===== config.mk =====
export PLATFORM = sky130hd
export DESIGN_NAME = seq_floor_divider
export DESIGN_NICKNAME = d
export VERILOG_FILES = /design/src/rtl/seq_floor_divider.sv
export SDC_FILE = /design/constraint.sdc
export NUM_CORES = 1
export LEC_CHECK = 0
export CORE_MARGIN = 5
export CORE_UTILIZATION = 40
export CTS_BUF_LIST = sky130_fd_sc_hd__clkbuf_8
export CTS_CLUSTER_SIZE = 10
export DETAILED_ROUTE_END_ITERATION = 7
export PLACE_DENSITY = 0.71
export SLEW_MARGIN = 20
export SYNTH_ARGS = -nofsm -noshare
export SYNTH_HDL_FRONTEND = slang
export SYNTH_SLANG_ARGS = --single-unit

===== constraint.sdc =====
create_clock -name clk -period 2.9 [get_ports clk]
set_input_delay 0.29 -clock clk [delete_from_list [all_inputs] [get_ports clk]]
set_output_delay 0.29 -clock clk [all_outputs]
set_load 0.005 [all_outputs]

===== src/rtl/seq_floor_divider.sv =====
// seq_floor_divider: multi-cycle unsigned floor divider (restoring
// shift-subtract, one quotient bit per clock).
//
// Optional build macro: SEQ_DIV_ZERO_FLAG_EN
//   When defined, a div_zero output is added.  A divisor of zero then
//   completes in a single cycle: quotient = all ones, remainder = dividend,
//   and div_zero = 1.
//   When undefined, a zero divisor runs the full WIDTH iterations and
//   produces the same quotient and remainder.
//
// Results are held on quotient/remainder from the DONE cycle until the
// next accepted start.  While busy is high they show work in progress.
`timescale 1ns/1ps

module seq_floor_divider #(
    parameter int WIDTH = 32,
    parameter int CNTW  = 6
) (
    input  logic             clk,
    input  logic             rst,
    input  logic             start,
    input  logic [WIDTH-1:0] dividend,
    input  logic [WIDTH-1:0] divisor,
    output logic             busy,
    output logic             done,
    output logic [WIDTH-1:0] quotient,
    output logic [WIDTH-1:0] remainder
`ifdef SEQ_DIV_ZERO_FLAG_EN
    ,
    output logic             div_zero
`endif
);

    typedef enum logic [1:0] {
        ST_IDLE = 2'b00,
        ST_RUN  = 2'b01,
        ST_DONE = 2'b10
    } state_t;

    // The counter value seen on the edge that performs the last iteration.
    localparam logic [CNTW-1:0] LAST_CNT = CNTW'(WIDTH - 1);
    localparam logic [CNTW-1:0] CNT_ONE  = {{(CNTW-1){1'b0}}, 1'b1};

    // One restoring iteration: shift {rem, q} left, trial-subtract the
    // divisor, and keep the difference only if it did not go negative.
    // The subtraction is carried one bit wider than the remainder so the
    // borrow is a separate sign bit.  Returns {rem_next, q_next}.
    function automatic logic [2*WIDTH:0] div_step(
        input logic [WIDTH:0]   rem,
        input logic [WIDTH-1:0] q,
        input logic [WIDTH-1:0] d
    );
        logic [2*WIDTH+1:0] shifted;
        logic [WIDTH+1:0]   trial;
        shifted = {rem, q, 1'b0};
        trial   = shifted[2*WIDTH+1:WIDTH] - {2'b00, d};
        if (trial[WIDTH+1] == 1'b0) begin
            div_step = {trial[WIDTH:0], shifted[WIDTH-1:1], 1'b1};
        end else begin
            div_step = {shifted[2*WIDTH:WIDTH], shifted[WIDTH-1:0]};
        end
    endfunction

    state_t           state_r;
    state_t           state_n;
    logic [WIDTH:0]   rem_r;
    logic [WIDTH:0]   rem_n;
    logic [WIDTH-1:0] q_r;
    logic [WIDTH-1:0] q_n;
    logic [WIDTH-1:0] dvsr_r;
    logic [WIDTH-1:0] dvsr_n;
    logic [CNTW-1:0]  cnt_r;
    logic [CNTW-1:0]  cnt_n;
    logic             busy_r;
    logic             busy_n;
    logic             done_r;
    logic             done_n;
    logic [2*WIDTH:0] step_s;
`ifdef SEQ_DIV_ZERO_FLAG_EN
    logic             dz_r;
    logic             dz_n;
`endif

    // Datapath for one iteration, evaluated from the current registers.
    always_comb begin
        step_s = div_step(rem_r, q_r, dvsr_r);
    end

    // Next-state and next-register logic; outputs are decoded from the
    // next state so busy/done come straight out of flops.
    always_comb begin
        state_n = state_r;
        rem_n   = rem_r;
        q_n     = q_r;
        dvsr_n  = dvsr_r;
        cnt_n   = cnt_r;
`ifdef SEQ_DIV_ZERO_FLAG_EN
        dz_n    = dz_r;
`endif
        case (state_r)
            ST_IDLE, ST_DONE: begin
                if (start == 1'b1) begin
                    // Dividend enters the quotient shift register; its bits
                    // are shifted out into the partial remainder one per
                    // iteration while quotient bits shift in from the right.
                    q_n     = dividend;
                    dvsr_n  = divisor;
                    rem_n   = '0;
                    cnt_n   = '0;
                    state_n = ST_RUN;
`ifdef SEQ_DIV_ZERO_FLAG_EN
                    if (divisor == '0) begin
                        q_n     = '1;
                        rem_n   = {1'b0, dividend};
                        state_n = ST_DONE;
                        dz_n    = 1'b1;
                    end else begin
                        dz_n    = 1'b0;
                    end
`endif
                end else begin
                    state_n = ST_IDLE;
                end
            end
            ST_RUN: begin
                rem_n = step_s[2*WIDTH:WIDTH];
                q_n   = step_s[WIDTH-1:0];
                cnt_n = cnt_r + CNT_ONE;
                if (cnt_r == LAST_CNT) begin
                    state_n = ST_DONE;
                end else begin
                    state_n = ST_RUN;
                end
            end
            default: begin
                state_n = ST_IDLE;
                rem_n   = '0;
                q_n     = '0;
                cnt_n   = '0;
            end
        endcase
        busy_n = (state_n == ST_RUN);
        done_n = (state_n == ST_DONE);
    end

    // State and datapath registers; reset abandons any operation in flight.
    always_ff @(posedge clk) begin
        if (rst) begin
            state_r <= ST_IDLE;
            rem_r   <= '0;
            q_r     <= '0;
            dvsr_r  <= '0;
            cnt_r   <= '0;
            busy_r  <= 1'b0;
            done_r  <= 1'b0;
`ifdef SEQ_DIV_ZERO_FLAG_EN
            dz_r    <= 1'b0;
`endif
        end else begin
            state_r <= state_n;
            rem_r   <= rem_n;
            q_r     <= q_n;
            dvsr_r  <= dvsr_n;
            cnt_r   <= cnt_n;
            busy_r  <= busy_n;
            done_r  <= done_n;
`ifdef SEQ_DIV_ZERO_FLAG_EN
            dz_r    <= dz_n;
`endif
        end
    end

    assign busy      = busy_r;
    assign done      = done_r;
    assign quotient  = q_r;
    assign remainder = rem_r[WIDTH-1:0];
`ifdef SEQ_DIV_ZERO_FLAG_EN
    assign div_zero  = dz_r;
`endif

endmodule


==> run_results.csv <==
group,metric,value,unit
status,status,"finished clean",
power,p_sw,3.49,mW
place,dp_hpwl,12200,µm
final_layout,final-seq-area,2140,µm²
global_route,grt_pass1_wl,26900,µm
timing,clock.fmax,0.364,GHz
synth,synth_nets,913,
timing,slew_violations,0,
timing,period_minus_slack,2.75,ns
route,wl_met3,1420,µm
power,seqPwrFrac,0.232,
final_layout,area_growth,23.7,%
timing,hold_violations,0,
route,avgRoutedWirePerCell,14.7,µm
power,clkPwrFrac,0.107,
synth,yosysSeqAreaShare,0.330,
worst_setup_path,r2r_cells,11,
power,peakVddDrop,0.461,mV
timing,skew,0.0117,ns
route,m1WireLength,7150,µm
clock_tree,clk_latency,0.39,ns
place,gp_congestion,0.851,
timing,hold_ws,0.319,ns
worst_hold_path,min_path_type,"in2reg",
floorplanning,start_util,0.408,
clock_tree,cts_sinks,107,
global_route,grt_pass1_vias,5622,
route,finalWirelength,16500,µm
worst_setup_path,cp.required,3.19,ns
global_route,antenna_found_initial,0,
floorplanning,dieWidth,137,µm
place,portBuffers,132,
synth,ys_top_cells_by_area,"dfxtp_1 33%, nand2_1 8.2%, mux2i_1 7.9%",
final_layout,drive_above_1_share,0.0684,
route,drt_first_pass_iters,5,
worst_setup_path,path_class,"reg2reg",
clock_tree,ctsRootBufferMaster,"clkbuf_8",
timing,finalSetupViolations,0,
route,drc,0,
floorplanning,core_area,15900,µm²
global_route,grt_overflow,0,
clock_tree,numCtsBuffers,9,
synth,synth_area,6490,µm²
synth,synth_top_cell_area_share,0.330,
synth,synth_edf_count,0,
clock_tree,h-tree-depth,3,
synth,synth_area_per_cell,7.99,µm²
synth,ys_top_cells_by_count,"141 x nand2_1, 107 x dfxtp_1, 73 x a21oi_1",
worst_setup_path,setup.worst_path.start_class,"flop",
route,drt_iter0_drc,302,
synth,synth_top_cell_by_area,"dfxtp_1",
power,p_comb_frac,0.661,
global_route,grt_start_max_net_pins,53,
final_layout,antenna_cells,0,
final_layout,finalNetCount,1002,
route,top_layer_used,"met4",
floorplanning,fp.dieH,137,µm
floorplanning,io_pins,133,
synth,synthCells,812,
synth,ys_ff_latch,107,
synth,synth_ff_type,"dfxtp_1",
synth,async_reset_ff_frac,0,
worst_setup_path,end_kind,"flop",
timing,worst_pin_slew,0.892,ns
power,leakagePower,3.19,nW
timing,finalSetupTns,0,ns
route,num_vias,5783,
worst_setup_path,crit_fanout,9,
clock_tree,cts_tree,"built",
synth,yosysMostFrequentCell,"nand2_1",
power,swShare,0.429,
route,vias_per_cell,5.15,
route,ant_nets,0,
timing,maxSlewHeadroom,0.402,
timing,rsz0062_at_grt,"true",
synth,ys_warn_count,0,
timing,period_share,0.948,
final_layout,multi_input_area,3750,µm²
power,p_int,4.64,mW
clock_tree,hold_buffers,0,
power,power.density,1010,nW/µm²
worst_setup_path,cp.arrival,3.04,ns
floorplanning,rows,46,
worst_hold_path,hold_path_depth,4,
clock_tree,clock_path_buffers,2,
job,cap_violations,0,
floorplanning,dieArea,18900,µm²
synth,synth_cell_types,59,
clock_tree,clk_pin_slew,0.11,ns
final_layout,num-fill-cells,1568,
route,dr_wl_met2,7740,µm
global_route,track_usage,0.176,
==> worst paths after layout <==
check | from | slack, ns | end
max | rem_r[25]$_SDFFE_PP0P_ | 0.15 | rem_r[1]$_SDFFE_PP0P_
min | start | 0.32 | rem_r[23]$_SDFFE_PP0P_
max reg2reg | rem_r[25]$_SDFFE_PP0P_ | 0.15 | rem_r[1]$_SDFFE_PP0P_
min reg2reg | dvsr_r[3]$_SDFFE_PP0P_ | 0.46 | dvsr_r[3]$_SDFFE_PP0P_
==> per-layer routing <==
metal,GRT usage,up-vias
met2,0.299,156
met1,0.213,2638
met3,0.0632,18
met5,0,-
li1,-,2971
met4,0.0427,0
==> state kept, by name, summed over array words and instances (netlist names) <==
register / cells
cnt_r: 6
busy: 1
dvsr_r: 32
quotient: 32
rem_r: 33
done: 1
state_r: 2
==> what timing repair did <==
| action | in CTS | in global routing |
|---|---|---|
| resized for setup | 0 | 10 |
| setup endpoints to repair | 0 | 32 |
| setup buffers | 0 | 3 |
| endpoints found under the hold margin | 0 | 0 |
==> cell usage in the layout (no fill, tap or decap), drive strengths merged, types with 3 or more instances in the layout <==
master,instances
clkbuf,9
nand2b,9
o21bai,4
and3,7
o221ai,3
xor2,11
o22a,31
a31oi,8
a21oi,74
nand4,4
ha,33
nand2,141
o211ai,6
buf,26
a32oi,9
mux2i,51
a21o,13
nor2b,6
dfxtp,107
clkdlybuf4s50,130
o21ai,44
a22o,3
nor2,59
a32o,3
clkinv,4
xnor2,20
inv,44
nand3,6
o22ai,3
nor3,11
==> power groups by stage <==
stage | registers, mW | clock network (mW) | logic, mW
detailed placement | 1.93 | 0 | 5.20
global route | 1.93 | 0.966 | 5.88
global placement | 1.93 | 0 | 5.17
CTS | 1.89 | 0.907 | 5.24
finish | 1.89 | 0.870 | 5.37
floorplan | 1.86 | 0 | 4.11
==> area by class of cell <==
| type | count | share of cell area |
|---|---|---|
| Multi-Input combinational cell | 584 | 0.468 |
| Sequential cell | 107 | 0.267 |
| Timing Repair Buffer | 156 | 0.189 |
| Tap cell | 216 | 0.0337 |
| Inverter | 43 | 0.0201 |
| Clock buffer | 9 | 0.0154 |
| Clock inverter | 7 | 0.00670 |
==> worst max-delay path, cell delays in order (launching register included) <==
cell	delay [ns]
dfxtp_1	0.43
ha_1	0.27
a21oi_1	0.19
o21ai_0	0.14
or4_1	0.41
a21oi_1	0.12
nor3_1	0.09
a31oi_4	0.26
xor2_1	0.22
buf_4	0.21
nand2_1	0.07
a32o_1	0.24
==> cell families after synthesis <==
kind of cell,share of synthesized area
muxes,0.0787
adders and majority gates,0.0667
AOI/OAI and AO/OA,0.221
xor gates and xnor gates,0.0447
and+or+nand+nor,0.164
buffers and inverters,0.0945
DFF,0.330
==> through the flow <==
stage	setup WS (ns)	power [mW]	area, µm²	instances	util
after floorplan	0.242	5.97	6490	812	-
after global placement	0.134	7.09	7810	1103	0.492
after detailed placement	0.0941	7.13	7810	1103	0.492
after CTS	0.0228	8.04	7990	1119	0.503
after global routing	-0.0245	8.77	8030	1122	0.505
final	0.151	8.13	8030	1122	0.505
No activity file was read; power rests on OpenSTA's default activity.
